File: src/rtl/vec_ctrl_pkg.sv
`default_nettype none
// ============================================================================
// Module      : vec_ctrl_pkg
// Description : Shared definitions for the vector-instruction sequencer:
//               sequencer state enum, vector opcode constants and the
//               TLoad all-ones helper.
// Ports       : none (package)
// Revision    : 1.0 - initial release
// ============================================================================
package vec_ctrl_pkg;

  typedef enum logic [2:0] {
    S_IDLE   = 3'd0,
    S_LD_REQ = 3'd1,
    S_ST_REQ = 3'd2,
    S_ADD    = 3'd3,
    S_WB     = 3'd4,
    S_DONE   = 3'd5
  } state_e;

  localparam logic [1:0] OP_VLOAD  = 2'b00;
  localparam logic [1:0] OP_VSTORE = 2'b01;
  localparam logic [1:0] OP_VADD   = 2'b10;
  localparam logic [1:0] OP_ILL    = 2'b11;

  // Widest vector the helper can describe; callers cast down to VLEN bits.
  localparam int TLOAD_MAX_W = 64;

  // Returns a mask with the low vlen bits set (all T-registers enabled).
  function automatic logic [TLOAD_MAX_W-1:0] tload_all_ones(input int vlen);
    logic [TLOAD_MAX_W-1:0] v;
    v = '0;
    for (int i = 0; i < TLOAD_MAX_W; i++) begin
      if (i < vlen) v[i] = 1'b1;
    end
    return v;
  endfunction

endpackage
`default_nettype wire

File: src/rtl/vec_elem_counter.sv
`default_nettype none
// ============================================================================
// Module      : vec_elem_counter
// Description : Element index counter with synchronous clear, increment and
//               terminal-count flag. Wraps to 0 when incremented at VLEN-1.
// Ports       : i_clock   - rising-edge clock
//               i_reset_n - asynchronous active-low reset
//               i_clr     - clear count to 0
//               i_inc     - advance to next element
//               o_count   - current element index
//               o_tc      - count is at the last element (VLEN-1)
// Revision    : 1.0 - initial release
// ============================================================================
module vec_elem_counter #(
  parameter int VLEN  = 4,
  parameter int IDX_W = $clog2(VLEN)
) (
  input  logic             i_clock,
  input  logic             i_reset_n,
  input  logic             i_clr,
  input  logic             i_inc,
  output logic [IDX_W-1:0] o_count,
  output logic             o_tc
);

  localparam logic [IDX_W-1:0] c_LAST = IDX_W'(VLEN - 1);

  logic [IDX_W-1:0] r_count;

  always_ff @(posedge i_clock or negedge i_reset_n) begin
    if (!i_reset_n) begin
      r_count <= '0;
    end else if (i_clr) begin
      r_count <= '0;
    end else if (i_inc) begin
      // Explicit wrap so non-power-of-two VLEN never shows an index >= VLEN.
      r_count <= o_tc ? '0 : r_count + IDX_W'(1);
    end
  end

  assign o_count = r_count;
  assign o_tc    = (r_count == c_LAST);

endmodule
`default_nettype wire

File: src/rtl/vec_seq_fsm.sv
`default_nettype none
// ============================================================================
// Module      : vec_seq_fsm
// Description : Vector-instruction sequencer. Accepts one VLOAD / VSTORE /
//               VADD per start pulse, walks VLEN elements with memory wait
//               states and drives the element-level datapath controls.
// Ports       : i_clock, i_reset_n     - clock, async active-low reset
//               i_start, i_op          - request and opcode from main FSM
//               i_mem_ready            - memory finished current access
//               o_busy, o_done, o_err  - status / completion / illegal-op
//               o_elem                 - current element index
//               o_mem_read/o_mem_write - memory strobes
//               o_addr_inc             - bump vector address register
//               o_tload                - T-register load enables
//               o_vrf_write            - write T-registers into VRF
//               o_voutsel              - store-data element select
//               o_vadd_en              - lane adders into T-registers
// Revision    : 1.0 - initial release
// ============================================================================
module vec_seq_fsm
  import vec_ctrl_pkg::*;
#(
  parameter int VLEN  = 4,
  parameter int IDX_W = $clog2(VLEN)
) (
  input  logic             i_clock,
  input  logic             i_reset_n,
  input  logic             i_start,
  input  logic [1:0]       i_op,
  input  logic             i_mem_ready,
  output logic             o_busy,
  output logic             o_done,
  output logic             o_err,
  output logic [IDX_W-1:0] o_elem,
  output logic             o_mem_read,
  output logic             o_mem_write,
  output logic             o_addr_inc,
  output logic [VLEN-1:0]  o_tload,
  output logic             o_vrf_write,
  output logic [IDX_W-1:0] o_voutsel,
  output logic             o_vadd_en
);

  localparam logic [VLEN-1:0] c_TLOAD_ALL = VLEN'(tload_all_ones(VLEN));
  localparam logic [VLEN-1:0] c_TLOAD_ONE = VLEN'(1);

  state_e           r_state;
  state_e           w_state_nxt;
  logic             w_cnt_clr;
  logic             w_cnt_inc;
  logic             w_cnt_tc;
  logic [IDX_W-1:0] w_elem;

  vec_elem_counter #(
    .VLEN  (VLEN),
    .IDX_W (IDX_W)
  ) u_elem_counter (
    .i_clock   (i_clock),
    .i_reset_n (i_reset_n),
    .i_clr     (w_cnt_clr),
    .i_inc     (w_cnt_inc),
    .o_count   (w_elem),
    .o_tc      (w_cnt_tc)
  );

  always_ff @(posedge i_clock or negedge i_reset_n) begin
    if (!i_reset_n) begin
      r_state <= S_IDLE;
    end else begin
      r_state <= w_state_nxt;
    end
  end

  always_comb begin
    w_state_nxt = r_state;
    w_cnt_clr   = 1'b0;
    w_cnt_inc   = 1'b0;
    o_busy      = (r_state != S_IDLE);
    o_done      = 1'b0;
    o_err       = 1'b0;
    o_mem_read  = 1'b0;
    o_mem_write = 1'b0;
    o_addr_inc  = 1'b0;
    o_tload     = '0;
    o_vrf_write = 1'b0;
    o_voutsel   = '0;
    o_vadd_en   = 1'b0;

    case (r_state)
      S_IDLE: begin
        if (i_start) begin
          // Clearing on every accepted op keeps elem at 0 even after a
          // previous op was aborted by reset or left a stale index.
          w_cnt_clr = (i_op != OP_ILL);
          case (i_op)
            OP_VLOAD:  w_state_nxt = S_LD_REQ;
            OP_VSTORE: w_state_nxt = S_ST_REQ;
            OP_VADD:   w_state_nxt = S_ADD;
            default:   o_err       = 1'b1;
          endcase
        end
      end

      S_LD_REQ: begin
        o_mem_read = 1'b1;
        if (i_mem_ready) begin
          o_tload    = c_TLOAD_ONE << w_elem;
          o_addr_inc = 1'b1;
          w_cnt_inc  = 1'b1;
          if (w_cnt_tc) w_state_nxt = S_WB;
        end
      end

      S_ST_REQ: begin
        o_mem_write = 1'b1;
        o_voutsel   = w_elem;
        if (i_mem_ready) begin
          o_addr_inc = 1'b1;
          w_cnt_inc  = 1'b1;
          if (w_cnt_tc) w_state_nxt = S_DONE;
        end
      end

      S_ADD: begin
        o_vadd_en   = 1'b1;
        o_tload     = c_TLOAD_ALL;
        w_state_nxt = S_WB;
      end

      S_WB: begin
        o_vrf_write = 1'b1;
        w_state_nxt = S_DONE;
      end

      S_DONE: begin
        o_done      = 1'b1;
        w_state_nxt = S_IDLE;
      end

      default: begin
        w_state_nxt = S_IDLE;
      end
    endcase
  end

  assign o_elem = w_elem;

endmodule
`default_nettype wire

File: config.mk
export PLATFORM = sky130hd
export DESIGN_NAME = vec_seq_fsm
export DESIGN_NICKNAME = d
export VERILOG_FILES = /design/src/rtl/vec_ctrl_pkg.sv /design/src/rtl/vec_elem_counter.sv /design/src/rtl/vec_seq_fsm.sv
export SDC_FILE = /design/constraint.sdc
export NUM_CORES = 1
export LEC_CHECK = 0
export CAP_MARGIN = 0
export CELL_PAD_IN_SITES_DETAIL_PLACEMENT = 2
export CELL_PAD_IN_SITES_GLOBAL_PLACEMENT = 2
export CORE_ASPECT_RATIO = 0.5
export CORE_UTILIZATION = 21
export DETAILED_ROUTE_END_ITERATION = 7
export PLACE_DENSITY_LB_ADDON = 0.15
export SLEW_MARGIN = 20
export SYNTH_ARGS = -nofsm -noshare
export SYNTH_HDL_FRONTEND = slang
export SYNTH_SLANG_ARGS = --single-unit
export TNS_END_PERCENT = 50
File: constraint.sdc
create_clock -name i_clock -period 1.3 [get_ports i_clock]
set_clock_uncertainty 0.05 [all_clocks]
set_input_delay 0.13 -clock i_clock [delete_from_list [all_inputs] [get_ports i_clock]]
set_output_delay 0.13 -clock i_clock [all_outputs]
set_load 0.1 [all_outputs]
==> impl_metrics.yaml, run 1 <==
timing:
  hold_slack_ns: 0.101
  fin_ws_ns: -0.375
  slew_headroom: 0.740
  hold_violations: 0
  slew_violations: 0
  worst_pin_slew_ns: 0.388
  rsz0062_at_grt: "true"
  clock.fmax_mhz: 597
  fin_crit_sh: 1.29
  setup_viol: 20
  layout_min_cycle_time_ns: 1.67
setup_path:
  required_ns: 1.12
  reg2reg_from: "r_state[0]"
  reg2reg_to: "u_elem_counter.o_count[0]"
  cp_max_fo: 6
  cp.arrival_ns: 1.49
  startpoint: "r_state[0]"
  worstSetupStartpointType: "flip-flop"
  r2r_slack_ns: -0.24
  cp-end-kind: "output port"
  reg2regPathDepth: 4
  endpoint: "o_done"
  crit_type: "flip-flop to output port"
route:
  wl_per_cell_um: 19.3
  dr.first_iter.drc_count: 16
  drc_errors: 0
  avgViaCountPerCell: 4.44
  firstDrtPassIters: 2
  ant_nets: 0
  vias: 639
  wirelength_um: 2790
flow_run:
  drv_cap: 0
floorplanning:
  die_h_um: 38.2
  die-area_mm2: 0.00284
  initial_core_util: 0.235
  rows: 12
  fp.coreArea_mm2: 0.00234
  io-pin-count: 22
  die-width_um: 74.3
layout:
  diodes: 0
  syn2layout_area_growth_pct: 146
  layout-drive-gt1-share: 0.734
  final_nets: 125
  final_core_util: 0.576
  fillCellCount: 242
synthesis:
  synth_top_area_share: 0.228
  synth.distinct_cells: 31
  syn_nets: 80
  yosys_most_used_dff: "dfrtp_1"
  ys_warn_count: 0
  synth_commonest_cells: "9 x ha_1, 8 x inv_1, 7 x nor2_1, 5 x a21oi_1, 5 x dfrtp_1"
  synthCells: 65
  synthMostInstantiatedCell: "ha_1"
  yosysSeqAreaShare: 0.228
  synth_top_area_cell: "dfrtp_1"
  ys_seq_elements: 5
  synth-edff-count: 0
  netlist_area_um2: 549
  synthTopCellsByArea: "dfrtp_1 23%, ha_1 21%, inv_1 5.5%, nor2_1 4.8%, a21oi_1 4.6%"
  synthArstFlopShare: 1.00
  avgSynthCellArea_um2: 8.45
clock_network:
  cts_buffers: 3
  cts_tree: "built"
  cts-root-to-sink-buffers: 2
  root_buffer: "clkbuf_8"
  insertion_delay_ns: 0.22
  clkSinkCount: 5
  postCtsHoldBufs: 0
  clkSlewWorstSetupHoldPaths_ns: 0.04
  htree_levels: 1
global_route:
  grt_pass1_vias: 698
  grt_util_all_layers: 0.183
  grt_overflow: 0
  grt_max_degree: 9
  grt_pass1_wl_um: 3600
  antenna_found_initial: 0
placed_design:
  hpwlAfterDp_um: 1780
  post-place-ws_ns: -0.343
  gp_congestion: 0.711
  portBuffers: 21
run_status:
  violations: "negative setup slack"
  outcome: "finished with violations"
hold_path:
  hp-class: "input pin to asynchronous set/reset pin"
[cells in the final DEF (no fill, tap or decap), types with 3 or more instances in the layout]
cell type / Yosys / routed
a21oi_2: 1 / 4
buf_12: 0 / 16
buf_4: 1 / 17
buf_6: 1 / 5
clkbuf_8: 0 / 3
clkdlybuf4s50_1: 0 / 4
ha_1: 9 / 6
ha_4: 0 / 3
inv_1: 8 / 4
nor2_4: 0 / 7
[repair_timing]
item | 4_1_cts | 5_1_grt
gates resized for setup | 12 | 17
pin swaps | 3 | 9
endpoints found under the hold margin | 0 | 0
setup endpoints to repair | 19 | 19
setup buffers | 0 | 4
[worst min-delay path by stage]
| stage | end | slack, ns | cells past startpoint |
|---|---|---|---|
| after global placement | r_state[2] | 0.31 | 1 |
| after detailed placement | u_elem_counter.o_count[0] | 0.34 | 1 |
| final | u_elem_counter.o_count[0] | 0.10 | 1 |
| after global routing | u_elem_counter.o_count[0] | 0.11 | 1 |
| after CTS | r_state[1] | 0.1 | 1 |
| after floorplan | r_state[0] | -0.22 | 0 |
[metal layers]
| metal | GRT usage | routed length [um] | share of wire |
|---|---|---|---|
| met1 | 0.212 | 1180 | 0.42 |
| met2 | 0.357 | 1510 | 0.54 |
| met3 | 0.0237 | 60 | 0.022 |
| met5 | 0 | 0 | 0 |
| met4 | 0.0566 | 35 | 0.013 |
[metrics by stage]
step                std cells  setup TNS (ns)  area [um^2]
floorplan                  65           -6.38          648
global placement          137           -2.13         1190
detailed placement        137           -2.86         1190
CTS                       141           -4.98         1270
global route              144           -5.67         1350
finish                    144           -4.75         1350
[layout make-up]
type,count,area (um^2),share of cell area
Sequential cell,5,134,0.0992
Inverter,8,35.0,0.0260
Clock buffer,4,45.0,0.0334
Timing Repair Buffer,43,553,0.410
Tap cell,35,43.8,0.0324
Multi-Input combinational cell,49,539,0.399
[sequential cells by signal (all words and copies together), names as in the netlist]
| register | count |
|---|---|
| r_state | 3 |
| u_elem_counter.o_count | 2 |
[worst max-delay path: stages, from the launching register on]
cell     delay [ns]
dfrtp_1        0.38
buf_4          0.19
buf_4          0.16
nor2b_2        0.16
and2_2         0.21
buf_12         0.17
[logic make-up after synthesis]
logic type	count (synthesis)	synth area share
flops	5	0.228
compound gates	13	0.139
buf+inv	11	0.0979
simple gates	25	0.296
fa+ha+maj	10	0.223
xor+xnor	1	0.0159
Power of run 1 is left out: the tool's default activity adds up to more than one toggle a clock period on the data nets, which glitch-free logic cannot reach.
==> run 2, diff against run 1 <==
--- a/config.mk
+++ b/config.mk
@@ -11,7 +11,7 @@
 export CORE_ASPECT_RATIO = 0.5
 export CORE_UTILIZATION = 21
 export DETAILED_ROUTE_END_ITERATION = 7
-export PLACE_DENSITY_LB_ADDON = 0.15
+export PLACE_DENSITY = 0.8
 export SLEW_MARGIN = 20
 export SYNTH_ARGS = -nofsm -noshare
 export SYNTH_HDL_FRONTEND = slang
==> run 2 against run 1 <==
  * The run still ends with negative setup slack left
  * Utilization rose by 2.2 points
  * Flip-flop and latch count unchanged
  * Die area did not move
  * Sequential share of layout area fell by 0.45 points
  * Final cell count increased by 0.69%
==> impl_metrics.yaml, run 2 (synthesis gave the netlist of run 1 again) <==
timing:
  fin_ws_ns: -0.403
  clock.fmax_mhz: 587
  slew_headroom: 0.769
  hold_slack_ns: 0.0833
  setup_viol: 19
  fin_crit_sh: 1.31
  layout_min_cycle_time_ns: 1.70
  hold_violations: 0
  rsz0062_at_grt: "true"
  slew_violations: 0
  worst_pin_slew_ns: 0.343
route:
  dr.first_iter.drc_count: 15
  top_layer: "met4"
  drt-met1-wl_um: 1830
  wl_per_cell_um: 24.9
  avgViaCountPerCell: 4.59
  met3_length_um: 126
  ant_nets: 0
  firstDrtPassIters: 4
  drc_errors: 0
  wirelength_um: 3610
  routed-wl-met2_um: 1640
  vias: 666
layout:
  ff_latch_area_um2: 133
  syn2layout_area_growth_pct: 155
  regMostFlops: "r_state"
  diodes: 0
  layout-drive-gt1-share: 0.745
  postLayoutCellArea_mm2: 0.00140
  final_common_cell: "buf_4"
  final_core_util: 0.598
  largest_reg_flops: 3
  final_nets: 126
  multi_input_area_um2: 573
  fillCellCount: 226
  mostFrequentLayoutCells: "17 x buf_4, 16 x buf_12, 8 x nor2_4, 6 x buf_6, 5 x ha_1"
global_route:
  grt_pass1_wl_um: 4880
  grt_util_all_layers: 0.261
  antenna_found_initial: 0
  grt_max_degree: 8
  grt_overflow: 0
  grt_pass1_vias: 764
clock_network:
  cts_tree: "built"
  clkSinkCount: 5
  cts-root-to-sink-buffers: 2
  cts_buffers: 3
  htree_levels: 1
  insertion_delay_ns: 0.23
  clkSlewWorstSetupHoldPaths_ns: 0.05
  postCtsHoldBufs: 0
  root_buffer: "clkbuf_8"
floorplanning:
  rows: 12
  initial_core_util: 0.235
  die-width_um: 74.3
  fp.coreArea_mm2: 0.00234
  die_h_um: 38.2
  die-area_mm2: 0.00284
  io-pin-count: 22
setup_path:
  cp.arrival_ns: 1.52
  required_ns: 1.12
  cp_max_fo: 2
  cp-end-kind: "output port"
  worstSetupStartpointType: "flip-flop"
  crit_type: "flip-flop to output port"
placed_design:
  gp_congestion: 0.767
  hpwlAfterDp_um: 2110
  placed_area_mm2: 0.00117
  portBuffers: 21
hold_path:
  hp-class: "input pin to asynchronous set/reset pin"
run_status:
  outcome: "finished with violations"
  violations: "negative setup slack"
flow_run:
  drv_cap: 0
-- run 2: area by class of cell --
cell class              instances  share of cell area
multi-input cells              49               0.409
repair buffers                 44               0.404
flip-flops and latches          5              0.0946
clock buffers                   4              0.0321
well taps                      35              0.0313
inverters                       8              0.0286
-- run 2: what timing repair did --
item                       CTS  global route
gates resized for setup     25            14
buffers inserted             5             2
setup endpoints to repair   19            19
cloned                       0             0
pin swaps                    6             4
-- run 2: worst paths after layout --
path | startpoint | endpoint | slack (ns) | cells after the start
max | r_state[1] | o_err | -0.40 | 3
min | i_reset_n | r_state[2] | 0.08 | 1
max reg2reg | r_state[1] | u_elem_counter.o_count[1] | -0.32 | 5
min reg2reg | r_state[2] | r_state[0] | 0.67 | 2
max in group asynchronous | i_reset_n | u_elem_counter.o_count[1] | 0.87 | 1
min in group i_clock | i_mem_ready | u_elem_counter.o_count[0] | 0.40 | 4
-- run 2: per-layer routing --
metal  up-vias  global-route usage
met5         -                   0
met4         0              0.0330
met3         4              0.0658
met2        13               0.414
met1       343               0.368
li1        306                   -
-- run 2: critical path: stages (launching register included) --
cell and delay (ns):
dfrtp_1 0.40, or4b_4 0.58, nor2_4 0.13, buf_12 0.18
-- run 2: metrics by stage --
stage          worst slack, ns  std cells  TNS [ns]
2_1_floorplan           -0.786         65     -6.38
3_3_place_gp            -0.287        135     -2.54
3_5_place_dp            -0.411        135     -3.59
4_1_cts                 -0.379        143     -4.45
5_1_grt                 -0.429        145     -5.99
6_report                -0.403        145     -5.35
Power of run 2 is left out for the same reason.
